[config.mk]
export PLATFORM = sky130hd
export DESIGN_NAME = spi_adc_responder_flat
export DESIGN_NICKNAME = d
export VERILOG_FILES = /design/src/rtl/spi_adc_responder_if.sv /design/src/rtl/spi_adc_responder.sv /design/src/flat_wrapper.sv
export SDC_FILE = /design/constraint.sdc
export NUM_CORES = 1
export LEC_CHECK = 0
export ABC_AREA = 1
export ABC_CLOCK_PERIOD_IN_PS = 2420
export CAP_MARGIN = 20
export CORE_MARGIN = 2
export CORE_UTILIZATION = 50
export DETAILED_ROUTE_END_ITERATION = 16
export HOLD_SLACK_MARGIN = 0.08
export PLACE_DENSITY_LB_ADDON = 0.15
export SYNTH_ARGS = -nofsm -noshare
export SYNTH_HDL_FRONTEND = slang
export SYNTH_SLANG_ARGS = --single-unit
[constraint.sdc]
create_clock -name clk -period 2.42 [get_ports clk]
set_clock_uncertainty 0.1 [all_clocks]
set_input_delay 0.484 -clock clk [delete_from_list [all_inputs] [get_ports clk]]
set_output_delay 0.484 -clock clk [all_outputs]
set_load 0.005 [all_outputs]
[src/rtl/spi_adc_responder_if.sv]
// rtl/spi_adc_responder_if.sv - SPI mode-0 bus bundle between an SPI master and the ADC responder
interface spi_adc_responder_if;
   logic spi_sck;
   logic spi_cs_n;
   logic spi_mosi;
   logic spi_miso;

   modport master (output spi_sck, output spi_cs_n, output spi_mosi, input spi_miso);
   modport slave  (input spi_sck, input spi_cs_n, input spi_mosi, output spi_miso);
endinterface

[src/rtl/spi_adc_responder.sv]
// rtl/spi_adc_responder.sv - SPI mode-0 responder returning an 8-bit channel sample per 16-bit frame
// Define SPI_RESP_FRAME_CNT_EN to build the valid-frame counter; otherwise frame_cnt is tied to zero.
module spi_adc_responder #(
   parameter int SYNC_STAGES = 2
) (
   input  logic                clk,
   input  logic                rst,
   spi_adc_responder_if.slave  spi,
   input  logic [7:0]          ch0_data,
   input  logic [7:0]          ch1_data,
   output logic                frame_done,
   output logic                frame_err,
   output logic                last_ch,
   output logic [7:0]          frame_cnt
);

   typedef enum logic [1:0] {IDLE, CMD, DATA, HOLD} state_t;

   logic [SYNC_STAGES-1:0] sck_sync, cs_sync, mosi_sync, vld_sync;
   logic sck_prev, cs_prev, armed;
   logic sck_s, cs_s, mosi_s;
   logic sck_rise, sck_fall, cs_fall, cs_rise;

   state_t     state, state_d;
   logic [3:0] bit_cnt, bit_cnt_d;
   logic [7:0] shreg, shreg_d;
   logic       ch_sel, ch_sel_d;
   logic       miso_q, miso_d;
   logic       done_q, done_d;
   logic       err_q, err_d;
   logic       last_ch_q, last_ch_d;

   assign sck_s  = sck_sync[SYNC_STAGES-1];
   assign cs_s   = cs_sync[SYNC_STAGES-1];
   assign mosi_s = mosi_sync[SYNC_STAGES-1];

   // vld_sync marks when cs_s holds a real post-reset sample, so a cs_n that was
   // already low at reset release never looks like a fresh falling edge.
   always_ff @(posedge clk) begin
      if (rst) begin
         sck_sync  <= '0;
         cs_sync   <= '1;
         mosi_sync <= '0;
         vld_sync  <= '0;
         sck_prev  <= 1'b0;
         cs_prev   <= 1'b1;
         armed     <= 1'b0;
      end else begin
         sck_sync  <= {sck_sync[SYNC_STAGES-2:0], spi.spi_sck};
         cs_sync   <= {cs_sync[SYNC_STAGES-2:0], spi.spi_cs_n};
         mosi_sync <= {mosi_sync[SYNC_STAGES-2:0], spi.spi_mosi};
         vld_sync  <= {vld_sync[SYNC_STAGES-2:0], 1'b1};
         sck_prev  <= sck_s;
         cs_prev   <= cs_s;
         armed     <= armed | (vld_sync[SYNC_STAGES-1] & cs_s);
      end
   end

   assign sck_rise = sck_s & ~sck_prev;
   assign sck_fall = ~sck_s & sck_prev;
   assign cs_rise  = cs_s & ~cs_prev;
   assign cs_fall  = ~cs_s & cs_prev & armed;

   always_ff @(posedge clk) begin
      if (rst) begin
         state     <= IDLE;
         bit_cnt   <= 4'd0;
         shreg     <= 8'd0;
         ch_sel    <= 1'b0;
         miso_q    <= 1'b0;
         done_q    <= 1'b0;
         err_q     <= 1'b0;
         last_ch_q <= 1'b0;
      end else begin
         state     <= state_d;
         bit_cnt   <= bit_cnt_d;
         shreg     <= shreg_d;
         ch_sel    <= ch_sel_d;
         miso_q    <= miso_d;
         done_q    <= done_d;
         err_q     <= err_d;
         last_ch_q <= last_ch_d;
      end
   end

   // A cs_n rise is checked before any SCK edge, so it wins a same-clk collision.
   always_comb begin
      state_d   = state;
      bit_cnt_d = bit_cnt;
      shreg_d   = shreg;
      ch_sel_d  = ch_sel;
      miso_d    = miso_q;
      done_d    = 1'b0;
      err_d     = 1'b0;
      last_ch_d = last_ch_q;
      case (state)
         IDLE: begin
            miso_d = 1'b0;
            if (cs_fall) begin
               state_d   = CMD;
               bit_cnt_d = 4'd0;
            end
         end
         CMD: begin
            miso_d = 1'b0;
            if (cs_rise) begin
               state_d = IDLE;
               err_d   = 1'b1;
            end else if (sck_rise) begin
               bit_cnt_d = bit_cnt + 4'd1;
               if (bit_cnt == 4'd0 && !mosi_s) begin
                  state_d = HOLD;
                  err_d   = 1'b1;
               end
               if (bit_cnt == 4'd1) begin
                  ch_sel_d = mosi_s;
                  shreg_d  = mosi_s ? ch1_data : ch0_data;
               end
               if (bit_cnt == 4'd7)
                  state_d = DATA;
            end
         end
         DATA: begin
            if (cs_rise) begin
               state_d = IDLE;
               err_d   = 1'b1;
               miso_d  = 1'b0;
            end else if (sck_rise) begin
               bit_cnt_d = bit_cnt + 4'd1;
               if (bit_cnt == 4'd15) begin
                  state_d   = HOLD;
                  done_d    = 1'b1;
                  last_ch_d = ch_sel;
                  miso_d    = 1'b0;
               end
            end else if (sck_fall) begin
               miso_d  = shreg[7];
               shreg_d = {shreg[6:0], 1'b0};
            end
         end
         HOLD: begin
            miso_d = 1'b0;
            if (cs_rise)
               state_d = IDLE;
         end
         default: begin
            state_d = IDLE;
            miso_d  = 1'b0;
         end
      endcase
   end

   assign spi.spi_miso = miso_q;
   assign frame_done   = done_q;
   assign frame_err    = err_q;
   assign last_ch      = last_ch_q;

`ifdef SPI_RESP_FRAME_CNT_EN
   logic [7:0] frame_cnt_q;

   always_ff @(posedge clk) begin
      if (rst)
         frame_cnt_q <= 8'd0;
      else if (done_d)
         frame_cnt_q <= frame_cnt_q + 8'd1;
   end

   assign frame_cnt = frame_cnt_q;
`else
   assign frame_cnt = 8'd0;
`endif

endmodule

[src/flat_wrapper.sv]
// flat-port wrapper written by rule: the top's interface ports become plain ports
module spi_adc_responder_flat 
#(
   parameter int SYNC_STAGES = 2
)
  (clk, rst, ch0_data, ch1_data, frame_done, frame_err, last_ch, frame_cnt, spi_spi_sck, spi_spi_cs_n, spi_spi_mosi, spi_spi_miso);
  spi_adc_responder_if spi_i ();
  input  logic clk;
  input  logic rst;
  input  logic [7:0] ch0_data;
  input  logic [7:0] ch1_data;
  output logic frame_done;
  output logic frame_err;
  output logic last_ch;
  output logic [7:0] frame_cnt;
  input wire logic [$bits(spi_i.spi_sck)-1:0] spi_spi_sck;
  input wire logic [$bits(spi_i.spi_cs_n)-1:0] spi_spi_cs_n;
  input wire logic [$bits(spi_i.spi_mosi)-1:0] spi_spi_mosi;
  output wire logic [$bits(spi_i.spi_miso)-1:0] spi_spi_miso;
  assign spi_i.spi_sck = spi_spi_sck;
  assign spi_i.spi_cs_n = spi_spi_cs_n;
  assign spi_i.spi_mosi = spi_spi_mosi;
  assign spi_spi_miso = spi_i.spi_miso;
  spi_adc_responder #(.SYNC_STAGES(SYNC_STAGES)) u_core (.clk(clk), .rst(rst), .spi(spi_i), .ch0_data(ch0_data), .ch1_data(ch1_data), .frame_done(frame_done), .frame_err(frame_err), .last_ch(last_ch), .frame_cnt(frame_cnt));
endmodule
# ---- Word level (Yosys, flattened, before mapping)
# Cells that the tools add are included.
dict set report word_totals {
  ram_bits 0
  register_bits 30
  latchBits 0
  mem_count 0
  out_inout_bits 12
  wordCells 102
  rom_bits 0
}
dict set report op_classes {
  div 0
  eq_ne 22
  bitwise 14
  n_lt_le_gt_ge 0
  add_sub_neg 1
  mux 34
  shifts 0
  n_mul 0
  n_reduce_logical 15
}
# operator n
set op_table {}
lappend op_table {{$mux 8} 7}
lappend op_table {{$mux 2} 9}
lappend op_table {{$pmux 8 s2} 1}
lappend op_table {{$mux 4} 3}
lappend op_table {{$ne 2x1->1 const B} 6}
lappend op_table {{$reduce_and 4->1} 3}
lappend op_table {{$mux 1} 10}
lappend op_table {{$ne 3x1->1 const B} 3}
lappend op_table {{$ne 2x2->1 const B} 4}
lappend op_table {{$ne 4x1->1 const B} 2}
lappend op_table {{$pmux 2 s4} 1}
lappend op_table {{$pmux 4 s2} 1}
lappend op_table {{$not 1->1} 7}
lappend op_table {{$reduce_and 7->1} 1}
lappend op_table {{$and 1x1->1} 6}
lappend op_table {{$reduce_and 6->1} 1}
lappend op_table {{$add 4x1->4 const B} 1}
lappend op_table {{$eq 2x2->1 const B} 2}
lappend op_table {{$eq 4x1->1 const B} 1}
lappend op_table {{$eq 4x3->1 const B} 1}
lappend op_table {{$eq 4x4->1 const B} 1}
lappend op_table {{$logic_not 4->1} 1}
lappend op_table {{$ne 4x4->1 const B} 1}
lappend op_table {{$pmux 1 s2} 2}
lappend op_table {{other kinds (10)} 11}

# ---- Longest topological paths before layout
# Gate-level depths: netlist of run 1.
dict set report logic_depth {
  ltp_word 7
  mapped_depth 11
  ltp_nobuf 11
}

# ---- Worst setup path after synthesis of run 1
# OpenSTA, ideal clock, no wires.
dict set report synth_path {
  path_type {register to register}
  start {reg u_core.state[0]}
  end {reg u_core.bit_cnt[0]}
  arrival_time_ns 1.464
  n_path_buf 1
  synth_period_minus_slack_ns 1.679
  setup_slack_ns 0.741
  path_stages_with_launch 9
  setup_ns 0.115
  required_time_ns 2.205
  path_cell_list {dfxtp_1 > inv_1 > ha_1 > clkbuf_2 > or2_2 > nand3_2 > inv_2 > o21ai_1 > nor2_1}
}
dict set report synth_between {
  elab_chain_len 4
  elab_cells_between_ends 10
}
# item line
set synth_rtl {}
lappend synth_rtl {{start, declared} spi_adc_responder.sv:24} ;# state_t state, state_d;
lappend synth_rtl {{start signal, assigned} spi_adc_responder.sv:75} ;# state <= state_d;
lappend synth_rtl {{$eq 2x1->1 / $eq 2x2->1 (equally long branches)} spi_adc_responder.sv:96} ;# case (state)
lappend synth_rtl {{$reduce_or 2->1 (no source line)} --}
lappend synth_rtl {{$ne 2x1->1 (no source line) (tied with other cells)} --}
lappend synth_rtl {{$reduce_and 4->1 (no source line)} --}
lappend synth_rtl {{end signal, assigned} spi_adc_responder.sv:76} ;# bit_cnt <= bit_cnt_d;
lappend synth_rtl {{end, declared} spi_adc_responder.sv:25} ;# logic [3:0] bit_cnt, bit_cnt_d;
# Several ways; a longest one is shown, not always the timed one.
# A chain may end at the register's enable or synchronous reset.

# ---- Worst setup path after layout of run 1
dict set report layout_path {
  start {reg u_core.state[0]}
  end {reg u_core.shreg[0]}
}
dict set report layout_between {
  elab_chain_len 3
  elab_cells_between_ends 11
}
# item line
set layout_rtl {}
lappend layout_rtl {{$eq 2x2->1 / $eq 2x1->1 (equally long branches)} spi_adc_responder.sv:96}
lappend layout_rtl {{$ne 2x2->1 (no source line) (tied with other cells)} --}
lappend layout_rtl {{$reduce_and 7->1 (no source line)} --}
lappend layout_rtl {{end signal, assigned} spi_adc_responder.sv:77} ;# shreg <= shreg_d;
lappend layout_rtl {{end, declared} spi_adc_responder.sv:26} ;# logic [7:0] shreg, shreg_d;
# Several ways; a longest one is shown, not always the timed one.

==> impl_summary.log, run 1 <==
INFO  metric worst-setup-path-type = reg2reg
INFO  metric route.vias.total = 1445
INFO  metric post_cts_sizing = 0
INFO  metric synthArstFlopShare = 0%
INFO  metric antenna_cells = 0
INFO  metric drc = 0
INFO  metric cts_max_path_buffers = 2
INFO  metric globalRouteOverflowTotal = 0
INFO  metric count_of_flip_flops_with_a_built_in_enable_after_synthesis = 0
INFO  metric worst_path_largest_cell_delay = 0.39 ns
INFO  metric core_area = 3310 µm²
INFO  metric path_clk_slew = 0.10 ns
INFO  metric dieArea = 3900 µm²
INFO  metric antenna_found_initial = 0
INFO  metric leakage = 0.904 nW
INFO  metric grt_util_all_layers = 18.2%
INFO  metric final_wl = 3250 µm
INFO  metric die_x = 62.5 µm
INFO  metric vias_per_cell = 4.82
INFO  metric yosys_most_used_dff = sky130_fd_sc_hd__dfxtp_1
INFO  metric synth.ff_latch_count = 30
INFO  metric finalCritPeriodShare = 81.8%
INFO  metric peakVddDrop = 0.000476 V
INFO  metric ys_seq_area_share = 35.1%
INFO  metric initial_utilization = 51.7%
INFO  metric synthDistinctLibCells = 33
INFO  metric clockRootBuffer = sky130_fd_sc_hd__clkbuf_4
INFO  metric buffer_ports.inserted = 24
INFO  metric crit_path_max_fanout = 17
INFO  metric finalNetCount = 285
INFO  metric clock_insertion_delay_worst_skew = 0.33 ns
INFO  metric outcome = finished clean
INFO  metric syn_area = 1710 µm²
INFO  metric gpl.final_weighted_congestion = 0.891
INFO  metric synth-warning-count = 0
INFO  metric cts_setup_buffers = 0
INFO  metric syn_to_final_growth = 18.4%
INFO  metric synth_cells = 228
INFO  metric post_cts_hold_buffer_count = 0
INFO  metric grt_pass1_wl = 5630 µm
INFO  metric core.rowCount = 21
INFO  metric number_of_global_route_vias_before_repair = 1321
INFO  metric critPathTopFamily = simple AND/OR/NAND/NOR gates
INFO  metric tritoncts = done
INFO  metric hold_viol = 0
INFO  metric fmax = 505 MHz
INFO  metric crit_path_cell_trace = inv_1 -> ha_1 -> inv_2 -> a21oi_4 -> nor2_4 -> o211ai_1 -> nand2_1 -> nor2_1
INFO  metric number_of_fill_cells = 320
INFO  metric finalWorstPathRequiredPeriod = 1.98 ns
INFO  metric htree_levels = 2
INFO  metric routedWlPerCell = 10.8 µm
INFO  metric layout-drive-gt1-share = 14.2%
INFO  metric slowest_stage = sky130_fd_sc_hd__dfxtp_1
INFO  metric clock_buffer_count_from_cts = 5
INFO  metric finalPower = 1.86 mW
INFO  metric dieHeight = 62.5 µm
INFO  metric timing.max_cap.violations = 0
INFO  metric timing.final.setup_violations = 0
INFO  metric syn_avg_cell_area = 7.50 µm²
INFO  metric pin_count = 33
INFO  metric numClockSinks = 30
INFO  metric grt_start_max_net_pins = 18
INFO  metric drt.antenna.violating_nets = 0
INFO  metric firstDrtPassIters = 4
INFO  metric type_of_the_worst_min_delay_path = reg2reg
INFO  metric critical_path_arrival = 2.11 ns
INFO  metric detail_route.iter0.violations = 57
INFO  metric number_of_buffer_and_inverter_instances_along_the_worst_setup_path = 2
INFO  metric hpwl = 2380 µm
INFO  metric slew_violations = 0
INFO  metric unrepaired_setup_endpoints_after_global_routing = no
INFO  metric p_per_area = 919 nW/µm²
INFO  metric kind_of_launch_point_of_the_worst_setup_path = flip-flop
INFO  metric timing.critical_path.required = 2.55 ns
INFO  metric totalNegativeSetupSlack = 0 ns
INFO  metric critical_path.endpoint_type = flip-flop
worst min-delay path, stage by stage, from the launching register on:
cell and delay [ns]:
sky130_fd_sc_hd__dfxtp_1 0.31, sky130_fd_sc_hd__inv_1 0.04, sky130_fd_sc_hd__nor2_1 0.03
per-layer routing:
metal  up-vias  share of wire [%]  GRT usage (%)
met2        26                 48           30.5
met3         6                4.3           5.59
met5         -                  0              0
li1        765                  -              -
met1       648                 46           20.7
met4         0                2.0           10.0
registers in the layout (all words and copies together) (netlist names):
register,flops
u_core.mosi_sync,2
u_core.armed,1
u_core.cs_sync,2
u_core.sck_sync,2
u_core.state,2
u_core.frame_err,1
u_core.shreg,8
u_core.cs_prev,1
u_core.sck_prev,1
u_core.ch_sel,1
u_core.spi.spi_miso,1
u_core.last_ch,1
u_core.bit_cnt,4
u_core.frame_done,1
u_core.vld_sync,2
per-stage QoR:
step	worst slack, ns	hold WS [ns]	std cells	instance area, µm²	util [%]
2_1_floorplan	0.741	0.288	235	1740	-
3_5_place_dp	0.438	0.296	292	1910	57.8
3_3_place_gp	0.516	0.289	292	1910	57.8
5_1_grt	0.287	0.329	300	2030	61.2
6_report	0.441	0.302	300	2030	61.2
4_1_cts	0.428	0.306	300	2030	61.2
cells in the mapped netlist, types with 3 or more instances:
cell	instances	area share, %
sky130_fd_sc_hd__buf_4	10	4.4
sky130_fd_sc_hd__nand3_1	23	6.7
sky130_fd_sc_hd__nand3_2	3	1.8
sky130_fd_sc_hd__nor2_2	3	1.1
sky130_fd_sc_hd__or2_2	3	1.1
sky130_fd_sc_hd__nor2_1	30	6.6
sky130_fd_sc_hd__inv_1	18	3.9
sky130_fd_sc_hd__ha_1	11	8.0
sky130_fd_sc_hd__inv_2	4	0.88
sky130_fd_sc_hd__a21oi_2	6	3.1
sky130_fd_sc_hd__a21oi_1	10	2.9
sky130_fd_sc_hd__nand2_1	43	9.4
sky130_fd_sc_hd__nand2_2	3	1.1
sky130_fd_sc_hd__o21ai_0	10	2.9
sky130_fd_sc_hd__dfxtp_1	30	35
logic make-up (layout without fill, tap and decap cells):
kind of cell | Yosys count | after routing | synth area share, %
other | 1 | 8 | 0.219
buffers and inverters | 38 | 57 | 12.9
AOI/OAI and AO/OA | 34 | 34 | 12.7
xor gates and xnor gates | 1 | 1 | 0.512
DFF | 30 | 30 | 35.1
adders and majority gates | 11 | 11 | 8.05
and+or+nand+nor | 113 | 113 | 30.5
worst paths after layout:
kind	from	slack, ns	endpoint	depth (start not counted)
hold reg to reg	u_core.sck_sync[0]$_SDFF_PP0_	0.30	u_core.sck_sync[1]$_SDFF_PP0_	2
setup / recovery	u_core.state[0]$_SDFFE_PP0P_	0.44	u_core.shreg[0]$_SDFFE_PP0P_	8
setup reg to reg	u_core.state[0]$_SDFFE_PP0P_	0.44	u_core.shreg[0]$_SDFFE_PP0P_	8
hold / removal	u_core.sck_sync[0]$_SDFF_PP0_	0.30	u_core.sck_sync[1]$_SDFF_PP0_	2
layout make-up:
type	instances	area, µm²	area share (%)
multi-input cells	167	915	45.2
clock inverters	2	60.1	2.96
inverters	23	86.3	4.26
flip-flops and latches	30	601	29.6
clock buffers	6	51.3	2.53
well taps	46	57.6	2.84
repair buffers	26	255	12.6
layout by cell type, fill, tap and decap left out, drive strengths merged:
cell type      synthesis  layout
nand2                 47      47
nor2                  34      34
dfxtp                 30      30
nand3                 26      26
clkdlybuf4s50          0      24
inv                   22      22
a21oi                 17      17
o21ai                 12      12
ha                    11      11
conb                   1       8
clkbuf                 2       6
or2                    3       3
o211ai                 2       2
bufinv                 0       2
buf                   13       2
nand4                  2       2
clkinv                 1       1
xor2                   1       1
a221oi                 1       1
a22oi                  1       1
nor3                   1       1
a31oi                  1       1
report_power, final:
group	switching (mW)	internal, mW	leakage (nW)
sequential	0.0532	0.570	0.246
clock	0.173	0.350	0.0585
combinational	0.432	0.285	0.600
Power figures use the tool's default switching activity.
==> run 2: changes to the inputs <==
- ABC_CLOCK_PERIOD_IN_PS: 2420 -> 1600
- CORE_UTILIZATION: 50 -> 46
- clock period: 2.42 -> 1.6 ns (I/O delays scaled with it)
==> impl_summary.log, run 2 (synthesis gave the netlist of run 1 again) <==
INFO  metric clock_insertion_delay_worst_skew = 0.28 ns
INFO  metric top_layer = met4
INFO  metric tritoncts = done
INFO  metric finalNetCount = 297
INFO  metric detail_route.iter0.violations = 62
INFO  metric firstDrtPassIters = 4
INFO  metric route.vias.total = 1455
INFO  metric hold_ws = 0.305 ns
INFO  metric peakVddDrop = 0.000797 V
INFO  metric route.met3.wl = 179 µm
INFO  metric buffer_ports.inserted = 24
INFO  metric drt.antenna.violating_nets = 0
INFO  metric pin_count = 33
INFO  metric unrepaired_setup_endpoints_after_global_routing = yes
INFO  metric most_frequent_cells_in_the_layout = sky130_fd_sc_hd__nand2_1 (43), sky130_fd_sc_hd__nor2_1 (28), sky130_fd_sc_hd__dfxtp_1 (27)
INFO  metric die_x = 65.0 µm
INFO  metric antenna_found_initial = 0
INFO  metric type_of_the_worst_min_delay_path = reg2reg
INFO  metric post_cts_hold_buffer_count = 0
INFO  metric crit_path_max_fanout = 5
INFO  metric detail_route.wirelength.met1 = 1710 µm
INFO  metric leakage = 0.982 nW
INFO  metric final_wl = 3530 µm
INFO  metric dieHeight = 65.0 µm
INFO  metric slew_violations = 0
INFO  metric top_regs = u_core.shreg: 8 flops, u_core.bit_cnt: 4 flops
INFO  metric timing.max_cap.violations = 0
INFO  metric timing.critical_path.required = 1.68 ns
INFO  metric fmax = 651 MHz
INFO  metric htree_levels = 2
INFO  metric final-instance-count-excl-fill = 314
INFO  metric globalRouteOverflowTotal = 0
INFO  metric critical_path.endpoint_type = flip-flop
INFO  metric drc = 0
INFO  metric dieArea = 4220 µm²
INFO  metric worst-setup-path-type = reg2reg
INFO  metric core.rowCount = 22
INFO  metric grt_pass1_wl = 5740 µm
INFO  metric worst_path_largest_cell_delay = 0.38 ns
INFO  metric core_area = 3610 µm²
INFO  metric initial_utilization = 47.4%
INFO  metric placedCellCount = 305
INFO  metric number_of_buffer_and_inverter_instances_along_the_worst_setup_path = 2
INFO  metric clockRootBuffer = sky130_fd_sc_hd__clkbuf_8
INFO  metric most_common_cell_after_layout_fill_and_taps_aside = sky130_fd_sc_hd__nand2_1
INFO  metric clock_buffer_count_from_cts = 5
INFO  metric finalWorstPathRequiredPeriod = 1.54 ns
INFO  metric syn_to_final_growth = 30.3%
INFO  metric cts_max_path_buffers = 2
INFO  metric critPathTopFamily = simple AND/OR/NAND/NOR gates
INFO  metric antenna_cells = 0
INFO  metric finalCritPeriodShare = 96.0%
INFO  metric finalPower = 3.14 mW
INFO  metric vias_per_cell = 4.63
INFO  metric outcome = finished clean
INFO  metric kind_of_launch_point_of_the_worst_setup_path = flip-flop
INFO  metric largest_reg_by_ff_count = u_core.shreg
INFO  metric slowest_stage = sky130_fd_sc_hd__dfxtp_4
INFO  metric cp_common_cell = sky130_fd_sc_hd__nand2_1
INFO  metric path_clk_slew = 0.06 ns
INFO  metric crit_path_cell_trace = inv_4 -> ha_2 -> buf_4 -> o211ai_1 -> nand2_1 -> nor2_4 -> nand2_1 -> nand2_1 -> nor2_1
INFO  metric numClockSinks = 30
INFO  metric hold_viol = 0
INFO  metric layout-drive-gt1-share = 23.3%
INFO  metric p_per_area = 1410 nW/µm²
INFO  metric grt_start_max_net_pins = 17
INFO  metric critical_path_arrival = 1.61 ns
INFO  metric routedWlPerCell = 11.3 µm
INFO  metric largest_register_ffs = 8
INFO  metric met2_length = 1590 µm
INFO  metric timing.final.setup_violations = 0
INFO  metric number_of_global_route_vias_before_repair = 1333
INFO  metric grt_util_all_layers = 17.8%
INFO  metric gpl.final_weighted_congestion = 0.848
INFO  metric hpwl = 2610 µm
==> run 2: cell count changes in the layout (fill, tap and decap cells not counted), moves of 3 or more <==
cell                       previous run  this run
sky130_fd_sc_hd__buf_12               0         3
sky130_fd_sc_hd__buf_4                2        11
sky130_fd_sc_hd__clkbuf_4             5         0
sky130_fd_sc_hd__clkbuf_8             1         5
sky130_fd_sc_hd__dfxtp_1             30        27
sky130_fd_sc_hd__ha_1                11         6
sky130_fd_sc_hd__ha_2                 0         3
==> run 2: where the power goes <==
part           internal, mW  switching [mW]  leakage (nW)
clock                 0.457           0.284        0.0579
sequential            0.874          0.0854         0.248
combinational         0.672           0.764         0.676
total                  2.00            1.13         0.982
==> run 2: layout make-up <==
class	instances	area, µm²
Clock inverter	3	40.0
Multi-Input combinational cell	167	972
Sequential cell	30	609
Timing Repair Buffer	38	383
Inverter	23	95.1
Tap cell	48	60.1
Clock buffer	5	68.8
Fill cell	324	1380
==> run 2: through the flow <==
| stage | worst slack, ns | utilization, % | setup TNS (ns) | cell area, µm² |
|---|---|---|---|---|
| global placement | 0.0183 | 56.8 | 0 | 2050 |
| CTS | 0.000140 | 59.9 | 0 | 2160 |
| global route | -0.0360 | 61.8 | -0.0610 | 2230 |
| finish | 0.0637 | 61.8 | 0 | 2230 |
| floorplan | 0.0554 | - | 0 | 1760 |
| detailed placement | -0.00159 | 56.8 | -0.00159 | 2050 |
==> run 2: what timing repair did <==
| item | in CTS | in global routing |
|---|---|---|
| resized for setup | 1 | 18 |
| buffers inserted | 0 | 1 |
| pin swaps | 0 | 5 |
| endpoints found under the setup margin | 4 | 16 |
| endpoints found under the hold margin | 0 | 0 |
==> run 2: worst min-delay path, delay by kind of cell, from the launching register on <==
kind,cells,cell delay (ns)
buf+inv,1,0.04
flops,1,0.30
simple gates,1,0.03
==> run 2: layer usage <==
layer / vias up / GRT usage [%]
li1: 794 / -
met1: 627 / 22.7
met2: 28 / 28.0
met3: 6 / 5.21
met4: 0 / 7.18
met5: - / 0
==> run 2: final timing paths <==
kind | end | from | slack [ns] | depth (start not counted)
worst min-delay path | u_core.mosi_sync[1]$_SDFF_PP0_ | u_core.mosi_sync[0]$_SDFF_PP0_ | 0.30 | 2
worst max register to register | u_core.state[1]$_SDFFE_PP0P_ | u_core.state[1]$_SDFFE_PP0P_ | 0.06 | 9
worst max-delay path | u_core.state[1]$_SDFFE_PP0P_ | u_core.state[1]$_SDFFE_PP0P_ | 0.06 | 9
worst min register to register | u_core.mosi_sync[1]$_SDFF_PP0_ | u_core.mosi_sync[0]$_SDFF_PP0_ | 0.30 | 2
